`src/rtl/uart_rx_fifo.sv`:
```
// 16x-oversampled 8N1 UART receiver with majority-vote sampling and a
// valid/ready receive FIFO.
module uart_rx_fifo #(
    parameter int unsigned CLK_FREQ   = 100000000,
    parameter int unsigned BAUD       = 9600,
    parameter int unsigned FIFO_DEPTH = 8
) (
    input  logic                          clk_i,
    input  logic                          rst_ni,
    input  logic                          uart_rx_i,
    output logic [7:0]                    data_o,
    output logic                          data_vld_o,
    input  logic                          data_rdy_i,
    output logic                          frame_err_o,
    output logic                          overrun_err_o,
    output logic [$clog2(FIFO_DEPTH):0]   fifo_level_o
);

    localparam int unsigned DIV    = CLK_FREQ / (BAUD * 16);
    localparam int unsigned TICK_W = (DIV > 1) ? $clog2(DIV) : 1;
    localparam int unsigned PTR_W  = $clog2(FIFO_DEPTH);
    localparam int unsigned CNT_W  = PTR_W + 1;

    typedef enum logic [2:0] {
        IDLE,
        START,
        DATA,
        STOP,
        WAIT_IDLE
    } state_e;

    state_e             state_q, state_d;
    logic [TICK_W-1:0]  tick_q, tick_d;
    logic [3:0]         s_q, s_d;
    logic [2:0]         bit_q, bit_d;
    logic [7:0]         shift_q, shift_d;
    logic [1:0]         smp_q, smp_d;
    logic               ferr_q, ferr_d;
    logic               ovr_q, ovr_d;

    logic               rx_meta_q, rx_sync_q, rx_prev_q;
    logic               fall_c, tick_c, maj_c, at9_c, at15_c, push_c;

    logic [7:0]         mem_q [FIFO_DEPTH];
    logic [PTR_W-1:0]   wr_ptr_q, rd_ptr_q;
    logic [CNT_W-1:0]   count_q, count_d;
    logic               pop_c, full_c, wr_c;

    // Line synchronizer plus edge-detect stage; idle-high reset avoids a false start.
    always_ff @(posedge clk_i or negedge rst_ni) begin
        if (!rst_ni) begin
            rx_meta_q <= 1'b1;
            rx_sync_q <= 1'b1;
            rx_prev_q <= 1'b1;
        end else begin
            rx_meta_q <= uart_rx_i;
            rx_sync_q <= rx_meta_q;
            rx_prev_q <= rx_sync_q;
        end
    end

    assign fall_c = rx_prev_q & ~rx_sync_q;
    assign tick_c = (tick_q == TICK_W'(DIV - 1));
    assign at9_c  = tick_c && (s_q == 4'd9);
    assign at15_c = tick_c && (s_q == 4'd15);
    assign maj_c  = (smp_q[0] & smp_q[1]) | (smp_q[0] & rx_sync_q) | (smp_q[1] & rx_sync_q);

    always_ff @(posedge clk_i or negedge rst_ni) begin
        if (!rst_ni) begin
            state_q <= IDLE;
            tick_q  <= '0;
            s_q     <= '0;
            bit_q   <= '0;
            shift_q <= '0;
            smp_q   <= '0;
            ferr_q  <= 1'b0;
            ovr_q   <= 1'b0;
        end else begin
            state_q <= state_d;
            tick_q  <= tick_d;
            s_q     <= s_d;
            bit_q   <= bit_d;
            shift_q <= shift_d;
            smp_q   <= smp_d;
            ferr_q  <= ferr_d;
            ovr_q   <= ovr_d;
        end
    end

    // Receive FSM: oversample timing, bit decisions and frame outcome.
    always_comb begin
        state_d = state_q;
        tick_d  = tick_c ? '0 : tick_q + TICK_W'(1);
        s_d     = tick_c ? s_q + 4'd1 : s_q;
        bit_d   = bit_q;
        shift_d = shift_q;
        smp_d   = smp_q;
        ferr_d  = 1'b0;
        push_c  = 1'b0;

        if (tick_c && (s_q == 4'd7)) smp_d[0] = rx_sync_q;
        if (tick_c && (s_q == 4'd8)) smp_d[1] = rx_sync_q;

        unique case (state_q)
            IDLE: begin
                if (fall_c) begin
                    tick_d  = '0;
                    s_d     = '0;
                    state_d = START;
                end
            end
            START: begin
                if (at9_c && maj_c) begin
                    state_d = IDLE;
                end else if (at15_c) begin
                    bit_d   = '0;
                    state_d = DATA;
                end
            end
            DATA: begin
                if (at9_c) shift_d = {maj_c, shift_q[7:1]};
                if (at15_c) begin
                    if (bit_q == 3'd7) state_d = STOP;
                    else               bit_d   = bit_q + 3'd1;
                end
            end
            STOP: begin
                // Leave at mid-stop so a back-to-back start edge is not missed.
                if (at9_c) begin
                    if (maj_c) begin
                        push_c  = 1'b1;
                        state_d = IDLE;
                    end else begin
                        ferr_d  = 1'b1;
                        state_d = WAIT_IDLE;
                    end
                end
            end
            WAIT_IDLE: begin
                if (rx_sync_q) state_d = IDLE;
            end
            default: state_d = IDLE;
        endcase
    end

    assign pop_c  = data_vld_o & data_rdy_i;
    assign full_c = (count_q == CNT_W'(FIFO_DEPTH));
    assign wr_c   = push_c & (~full_c | pop_c);

    // Occupancy and overrun decision.
    always_comb begin
        count_d = count_q;
        ovr_d   = push_c & full_c & ~pop_c;
        if (wr_c && !pop_c)      count_d = count_q + CNT_W'(1);
        else if (pop_c && !wr_c) count_d = count_q - CNT_W'(1);
    end

    always_ff @(posedge clk_i or negedge rst_ni) begin
        if (!rst_ni) begin
            for (int i = 0; i < int'(FIFO_DEPTH); i++) mem_q[i] <= '0;
            wr_ptr_q <= '0;
            rd_ptr_q <= '0;
            count_q  <= '0;
        end else begin
            if (wr_c) begin
                mem_q[wr_ptr_q] <= shift_q;
                wr_ptr_q        <= wr_ptr_q + PTR_W'(1);
            end
            if (pop_c) rd_ptr_q <= rd_ptr_q + PTR_W'(1);
            count_q <= count_d;
        end
    end

    assign data_o        = mem_q[rd_ptr_q];
    assign data_vld_o    = (count_q != '0);
    assign fifo_level_o  = count_q;
    assign frame_err_o   = ferr_q;
    assign overrun_err_o = ovr_q;

endmodule

```
`config.mk`:
```
export PLATFORM = sky130hd
export DESIGN_NAME = uart_rx_fifo
export DESIGN_NICKNAME = d
export VERILOG_FILES = /design/src/rtl/uart_rx_fifo.sv
export SDC_FILE = /design/constraint.sdc
export NUM_CORES = 1
export LEC_CHECK = 0
export CAP_MARGIN = 20
export CORE_MARGIN = 2
export CORE_UTILIZATION = 49
export CTS_CLUSTER_DIAMETER = 200
export DETAILED_ROUTE_END_ITERATION = 7
export GPL_TIMING_DRIVEN = 0
export PLACE_DENSITY = 0.73
export SYNTH_ARGS = -nofsm -noshare
export SYNTH_HDL_FRONTEND = slang
export SYNTH_SLANG_ARGS = --single-unit
export TNS_END_PERCENT = 5
```
`constraint.sdc`:
```
create_clock -name clk_i -period 5.8 [get_ports clk_i]
set_input_delay 1.16 -clock clk_i [delete_from_list [all_inputs] [get_ports clk_i]]
set_output_delay 1.16 -clock clk_i [all_outputs]
set_load 0.01 [all_outputs]
```
After elaboration in Yosys (flattened, before gate mapping)
Cells that the tools add are included.

Bitwise logic cells: 16. Reduce and logical (&&, ||, !) cells: 17. Eq/ne operators: 20. Magnitude comparators: 3. Muxes and demuxes: 34. $add $sub $neg: 7.

Operators by type and width (count): bitwise mux 64 bit (1); two-way mux 3 bit (12); two-way mux 10 bit (3); binary-select mux 8 bit (select 3 bit) (1); demux 8 bit (select 3 bit) (1); two-way mux 8 bit (3); two-way mux 4 bit (5); equality test 4 bit (second input constant) (4); != test 2 bit (second input constant) (8); case mux 3 bit (5 select lines) (1); adder 10 x 1 -> 10 bit (second input constant) (1); equality test 10 bit (second input constant) (1); adder 3 x 1 -> 3 bit (second input constant) (3); adder 4 x 1 -> 4 bit (second input constant) (2); bitwise AND 1 bit (8); >= comparator 4 bit (second input constant) (2); logical AND 1 bit (8); NOT 3 -> 4 bit (2); equality test 3 x 2 -> 1 bit (second input constant) (2); equality test 3 bit (second input constant) (2); two-way mux 1 bit (6); case mux 3 bit (2 select lines) (1); AND reduction 6 bit (1); AND reduction 5 bit (1); 12 further kinds (18).

Word-level logic and storage cells: 120. Output and inout port bits: 15. Input port bits: 4. Bits in registers: 109.

Logic depth before layout (Yosys ltp)
Gate-level depths: netlist of run 1.

Depth after elaboration: 11. Gate-level depth with buffers: 13. Mapped depth without buffers: 12.

Worst setup path after synthesis of run 1
No wires, ideal clock.

Kind: input to register. Start point: input port data_rdy_i. End point: register count_q[3] (netlist: fifo_level_o[3]). Path buffers: 0. Cell stages on the path: 10. Library setup time: 80 ps. Arrival time: 3019 ps. Path slack: 2701 ps. Required time: 5720 ps. Path through: nand2b_1 o21ai_0 nor4_2 ha_1 inv_1 ha_1 a21o_1 a21oi_1 mux2i_1 xnor2_1.

Cells in the longest elaborated chain, start to end: 6. Elaborated cells on any way between the ends: 9. Those cells by class: mux (1); bitwise (3); reduce/logical (5).

Ends and longest elaborated chain: start, declared (RTL line 13) `input logic data_rdy_i,`; bitwise AND 1 bit (*) (RTL line 146) `assign pop_c = data_vld_o & data_rdy_i;`; OR 1 bit (*) (RTL line 148) `assign wr_c = push_c & (~full_c | pop_c);`; bitwise AND 1 bit (*) (RTL line 148); net wr_c (RTL line 47) `logic pop_c, full_c, wr_c;`; zero test 1 bit (RTL line 155) `else if (pop_c && !wr_c) count_d = count_q - CNT_W'(1);`; logical AND 1 bit (RTL line 155); nonzero test 2 bit (no source line); end signal, assigned (RTL line 170) `count_q <= count_d;`; end, declared (RTL line 46) `logic [CNT_W-1:0] count_q, count_d;`.

The timed path passes the listed nets; every way through them passes the cells marked *. A chain may end at the register's enable or synchronous reset.

Worst setup path after layout of run 1
Start point: register rd_ptr_q[0]. End point: output port data_o[6].

Cells in the longest elaborated chain, start to end: 4.

Ends and longest elaborated chain: start, declared (RTL line 45) `logic [PTR_W-1:0] wr_ptr_q, rd_ptr_q;`; start signal, assigned (RTL line 169) `if (pop_c) rd_ptr_q <= rd_ptr_q + PTR_W'(1);`; NOT 3 -> 4 bit (not written as such) (RTL line 174) `assign data_o = mem_q[rd_ptr_q];`; binary-select mux 8 bit (select 3 bit) (RTL line 174); two-way mux 8 bit (not written as such) (2 in a row) (RTL line 174); end, declared (RTL line 11) `output logic [7:0] data_o,`.

No other way between the ends. The select of a mux whose other input is x is not followed.

==> results of run 1 <==
-- power groups by stage --
stage | combinational (uW) | clock [uW] | sequential (uW)
4_1_cts | 115 | 447 | 824
3_3_place_gp | 105 | 0 | 836
2_1_floorplan | 79.0 | 0 | 829
3_5_place_dp | 115 | 0 | 839
6_report | 112 | 434 | 824
5_1_grt | 127 | 481 | 830
-- cell families after synthesis --
kind of cell / count (synthesis) / share of synthesized area
AO/OA/AOI/OAI: 18 / 0.02314
XOR/XNOR: 18 / 0.02975
flip-flops: 109 / 0.5155
buffers and inverters: 17 / 0.01346
AND/OR/NAND/NOR: 93 / 0.1315
adder cells (fa/ha/maj): 14 / 0.03400
multiplexers: 103 / 0.2527
-- layer usage --
layer  global-route usage  up-vias  routed length [um]
met5                    0        -                   0
met4              0.06044        0                 161
met3              0.04039       18                 298
met2               0.2853       41                4431
met1               0.2660     1582                4600
li1                     -     1442                   -
-- cell type report --
cell class | count | area (um^2)
inverters | 6 | 22.52
flip-flops and latches | 109 | 2731
clock inverters | 6 | 56.30
repair buffers | 19 | 205.2
fillers | 848 | 4562
well taps | 136 | 170.2
plain buffers | 11 | 48.80
clock buffers | 9 | 123.9
multi-input cells | 246 | 2496
-- registers in the layout, summed over array words and instances (netlist names) --
signal	cells
fifo_level_o	4
mem_q	64
wr_ptr_q	3
s_q	4
bit_q	3
frame_err_o	1
rx_sync_q	1
tick_q	10
rx_meta_q	1
rx_prev_q	1
state_q	3
overrun_err_o	1
smp_q	2
rd_ptr_q	3
shift_q	8
-- Yosys cell counts (4+ instances only) --
master / n
dfrtp_1: 106
mux2_2: 79
nor2_1: 22
mux4_2: 16
xnor2_1: 14
nand2_1: 13
ha_1: 12
nand3_1: 9
nor4_4: 8
mux2_1: 7
inv_1: 6
nor3_1: 6
a21oi_1: 4
buf_1: 4
nand4b_1: 4
nor4_1: 4
o21ai_0: 4
xor2_1: 4
-- critical path: cells and delay by family (launching register included) --
family                 cells  cell delay [ps]
multiplexers               2              840
buffers and inverters      3             1550
flip-flops                 1              360
-- stage by stage --
| stage | TNS (ps) | cell area [um^2] | instances | utilization | power, uW |
|---|---|---|---|---|---|
| 6_report | 0 | 5854 | 542 | 0.5620 | 1370 |
| 3_5_place_dp | 0 | 5674 | 527 | 0.5447 | 953.8 |
| 3_3_place_gp | -41000 | 5649 | 526 | 0.5423 | 941.6 |
| 5_1_grt | 0 | 5854 | 542 | 0.5620 | 1438 |
| 2_1_floorplan | 0 | 5299 | 372 | - | 908.5 |
| 4_1_cts | 0 | 5854 | 542 | 0.5620 | 1386 |
-- final timing paths --
| path | start | end | slack, ps |
|---|---|---|---|
| worst max-delay path | rd_ptr_q[0] | data_o[6] | 1500 |
| worst min-delay path | rx_meta_q | rx_sync_q | 360 |
| worst max register to register | rx_sync_q | fifo_level_o[3] | 2760 |
| worst min register to register | rx_meta_q | rx_sync_q | 360 |
| max in group asynchronous | rst_ni | mem_q[61] | 4350 |
| min in group asynchronous | rst_ni | tick_q[0] | 740 |
==> flow_metrics.env, run 1 <==
export IMPL_p_leak_uw=0.002601
export IMPL_drc=0
export IMPL_relSlewSlack=0.4025
export IMPL_ys_seq_area_frac=0.5155
export IMPL_vias_per_cell=5.688
export IMPL_dieArea_um2=11660
export IMPL_maxCapViolCount=0
export IMPL_clk_latency_ps=380
export IMPL_finalHoldViolCount=0
export IMPL_areaGrowthSynthToFinish_pct=10.48
export IMPL_internal_power_uw=999.2
export IMPL_dp_hpwl_mm=6.416
export IMPL_hold_buffers=0
export IMPL_antenna_left=0
export IMPL_dp_slack_ps=1852
export IMPL_drtIter0Drc=118
export IMPL_fin_crit_ps=4299
export IMPL_wire_per_inst_um=17.51
export IMPL_drv_slew=0
export IMPL_fp_coreArea_um2=10420
export IMPL_grt_start_max_net_pins=72
export IMPL_combPwrFrac=0.082
export IMPL_ff2ff_path_depth=10
export IMPL_switchingPower_uw=370.7
export IMPL_holdWs_ps=361.0
export IMPL_grt_pass1_vias=3161
export IMPL_cts_resized_gates=0
export IMPL_fmax_mhz=232.6
export IMPL_grt_pass1_wl_mm=16.32
export IMPL_async_flop_share=1.000
export IMPL_synthTopCellsByArea="dfrtp_1, mux2_2, mux4_2, nor4_4, ha_1"
export IMPL_final_cell_mix="dfrtp_1, mux2_2, nor2_1"
export IMPL_syn_nets=389
export IMPL_vias=3083
export IMPL_tightest_slew_ps=889.5
export IMPL_crit_arrival_ps=3140
export IMPL_synth_area_um2=5299
export IMPL_start_kind="register"
export IMPL_wl_mm=9.492
export IMPL_cts_clk_slew_worst_paths_ps=100
export IMPL_finClkSkew_ps=13.03
export IMPL_synth_cell_types=54
export IMPL_peakVddDrop_uv=111.1
export IMPL_setup_ws_ps=1501
export IMPL_htree_levels=3
export IMPL_drive_gt1_frac=0.3399
export IMPL_rsz0062_at_grt="false"
export IMPL_synth_flop_cell="dfrtp_1"
export IMPL_pwr_share_clk=0.316
export IMPL_diodes=0
export IMPL_slowest_stage="clkbuf_1"
export IMPL_syn_area_per_cell_um2=14.24
export IMPL_setup_viol=0
export IMPL_grt_antenna_before_repair=0
export IMPL_clockBufferDepth=2
export IMPL_yosysTopAreaCellShare=0.5006
export IMPL_cts_buffers=9
export IMPL_status="completed"
export IMPL_cts_setup_buffers=0
export IMPL_nets=419
export IMPL_mostFrequentLayoutCell="dfrtp_1"
export IMPL_hp_class="register to register"
export IMPL_criticalPathCategory="register to primary output"
export IMPL_ys_warn_count=0
export IMPL_root_buffer="clkbuf_8"
export IMPL_overflow=0
export IMPL_powerDensity_nw_per_um2=234.0
export IMPL_dr_pass1_iters=5
export IMPL_fp_dieH_um=108.0
export IMPL_crit_required_ps=4640
export IMPL_seq_power_share=0.601
export IMPL_num_rows=37
export IMPL_synth_seq_cells=109
export IMPL_yosys_area_top_type="dfrtp_1"
export IMPL_cp_max_fo=10
export IMPL_track_usage=0.1858
export IMPL_slowest_delay_ps=590
export IMPL_switching_share=0.2706
export IMPL_die_w_um=108.0
export IMPL_fin_crit_sh=0.7412
export IMPL_min_path_cells=0
export IMPL_boundaryPins=19
export IMPL_initial_core_util=0.5087
export IMPL_cts_sinks=109
export IMPL_netlist_instances=372
export IMPL_cp_end_kind="primary output"
export IMPL_io_buffer_count=18
export IMPL_synth_edf_count=0
export IMPL_place_gp_congestion=0.7781
export IMPL_cp_cell_sequence="clkbuf_1, buf_2, mux4_2, mux2_2, clkdlybuf4s50_1"
export IMPL_tritoncts="built"
Note: power is estimated with default switching activity, not from simulation.
==> run 2, diff against run 1 <==
--- a/config.mk
+++ b/config.mk
@@ -11,7 +11,7 @@
 export CTS_CLUSTER_DIAMETER = 200
 export DETAILED_ROUTE_END_ITERATION = 7
 export GPL_TIMING_DRIVEN = 0
-export PLACE_DENSITY = 0.73
+export PLACE_DENSITY = 0.76
 export SYNTH_ARGS = -nofsm -noshare
 export SYNTH_HDL_FRONTEND = slang
 export SYNTH_SLANG_ARGS = --single-unit
==> constraint.sdc (replaced) <==
create_clock -name clk_i -period 3.95 [get_ports clk_i]
set_input_delay 0.79 -clock clk_i [delete_from_list [all_inputs] [get_ports clk_i]]
set_output_delay 0.79 -clock clk_i [all_outputs]
set_load 0.01 [all_outputs]
==> flow_metrics.env, run 2 (synthesized netlist as in run 1, its figures left out) <==
export IMPL_cts_clk_slew_worst_paths_ps=110
export IMPL_r2r_slack_ps=940
export IMPL_peakVddDrop_uv=184.7
export IMPL_drc=0
export IMPL_crit_required_ps=3160
export IMPL_root_buffer="clkbuf_8"
export IMPL_tightest_slew_ps=882.9
export IMPL_status="completed"
export IMPL_placed_cells_incl_taps=527
export IMPL_grt_pass1_vias=3158
export IMPL_drive_gt1_frac=0.3464
export IMPL_clockBufferDepth=2
export IMPL_wire_per_inst_um=17.44
export IMPL_wl_mm=9.471
export IMPL_htree_levels=3
export IMPL_start_kind="register"
export IMPL_finalHoldViolCount=0
export IMPL_dieArea_um2=11660
export IMPL_hold_start="rx_meta_q"
export IMPL_power_uw=2016
export IMPL_largest_reg_flops=64
export IMPL_finClkSkew_ps=15.58
export IMPL_areaGrowthSynthToFinish_pct=10.77
export IMPL_cp_end_kind="primary output"
export IMPL_fp_coreArea_um2=10420
export IMPL_min_path_cells=0
export IMPL_setup_ws_ps=327.9
export IMPL_powerDensity_nw_per_um2=343.5
export IMPL_cts_buffers=9
export IMPL_clk_latency_ps=370
export IMPL_initial_core_util=0.5087
export IMPL_nets=419
export IMPL_fin_cells=543
export IMPL_rsz0062_at_grt="false"
export IMPL_final_area_um2=5869
export IMPL_tritoncts="built"
export IMPL_grt_antenna_before_repair=0
export IMPL_dr_pass1_iters=4
export IMPL_hold_end="rx_sync_q"
export IMPL_overflow=0
export IMPL_fmax_mhz=276.1
export IMPL_fin_crit_ps=3622
export IMPL_ff2ff_path_depth=10
export IMPL_holdWs_ps=360.1
export IMPL_place_gp_congestion=0.8000
export IMPL_drtIter0Drc=78
export IMPL_relSlewSlack=0.4069
export IMPL_hp_class="register to register"
export IMPL_boundaryPins=19
export IMPL_diodes=0
export IMPL_dp_slack_ps=354.2
export IMPL_placed_area_um2=5674
export IMPL_die_w_um=108.0
export IMPL_n_fill_cell=848
export IMPL_antenna_left=0
export IMPL_vias=3108
export IMPL_crit_arrival_ps=2830
export IMPL_num_rows=37
export IMPL_maxCapViolCount=0
export IMPL_mostFrequentLayoutCell="dfrtp_1"
export IMPL_setup_viol=0
export IMPL_fin_crit_sh=0.9170
export IMPL_multiInputGateArea_um2=2496
export IMPL_regArea_um2=2731
export IMPL_grt_pass1_wl_mm=16.29
export IMPL_drv_slew=0
export IMPL_vias_per_cell=5.724
export IMPL_fp_dieH_um=108.0
export IMPL_r2r_end="fifo_level_o[3]"
export IMPL_final_cell_mix="dfrtp_1, mux2_2, nor2_1"
export IMPL_largest_register="mem_q"
export IMPL_cts_sinks=109
export IMPL_cp_max_fo=10
export IMPL_top_regs="mem_q (64), tick_q (10), shift_q (8)"
export IMPL_criticalPathCategory="register to primary output"
export IMPL_track_usage=0.1843
export IMPL_grt_start_max_net_pins=57
export IMPL_p_leak_uw=0.002617
export IMPL_dp_hpwl_mm=6.437
export IMPL_worstReg2RegStart="rx_sync_q"
export IMPL_io_buffer_count=18
-- run 2: cell types whose count changed in the layout (fill, tap and decap cells not counted) --
cell	change
clkbuf_1	-2
inv_8	-1
clkinv_4	-2
clkbuf_8	+2
clkbuf_2	+2
inv_6	+1
clkinv_2	+1
-- run 2: area by class of cell --
| cell class | instances | share of cell area |
|---|---|---|
| inverters | 6 | 0.003837 |
| flip-flops and latches | 109 | 0.4654 |
| repair buffers | 19 | 0.03496 |
| well taps | 136 | 0.02899 |
| clock inverters | 5 | 0.007035 |
| clock buffers | 11 | 0.02579 |
| multi-input cells | 246 | 0.4253 |
| plain buffers | 11 | 0.008740 |
-- run 2: worst max-delay path by stage --
stage                     start              end  slack (ps)  depth (start not counted)
floorplan            data_rdy_i  fifo_level_o[3]        1220                         10
global placement         rst_ni        mem_q[56]       -1900                          1
detailed placement  rd_ptr_q[0]        data_o[6]         350                          5
CTS                 rd_ptr_q[1]        data_o[6]         100                          5
global route        rd_ptr_q[0]        data_o[6]         160                          5
finish              rd_ptr_q[0]        data_o[6]         330                          5
-- run 2: worst max-delay path, stage by stage (launching register included) --
cell             delay (ps)
dfrtp_1                 360
clkbuf_2                330
buf_2                   440
mux4_2                  570
mux2_2                  280
clkdlybuf4s50_1         470
-- run 2: metal layers --
layer  global-route usage  routed length, um  vias to the layer above
met1               0.2679               4697                     1632
li1                     -                  -                     1435
met4              0.06593                127                        0
met2               0.2803               4413                       33
met3              0.03315                232                        8
met5                    0                  0                        -
-- run 2: power by group --
| group | total, uW | leakage, uW | internal, uW | switching (uW) |
|---|---|---|---|---|
| logic | 161 | 0.00103 | 70.0 | 91.1 |
| clock network | 647 | 0.0000983 | 272 | 375 |
| registers | 1210 | 0.00149 | 1160 | 52.0 |
| total | 2020 | 0.00262 | 1500 | 518 |
-- run 2: what timing repair did --
item / CTS / global route
setup endpoints to repair: 8 / 6
buffers inserted: 0 / 0
resized for setup: 1 / 2
hold buffers: 0 / 0
-- run 2: per-stage QoR --
step                      TNS (ps)    util
after floorplan                  0       -
after detailed placement         0  0.5447
after global routing             0  0.5635
after CTS                        0  0.5634
after global placement     -202140  0.5423
final                            0  0.5635
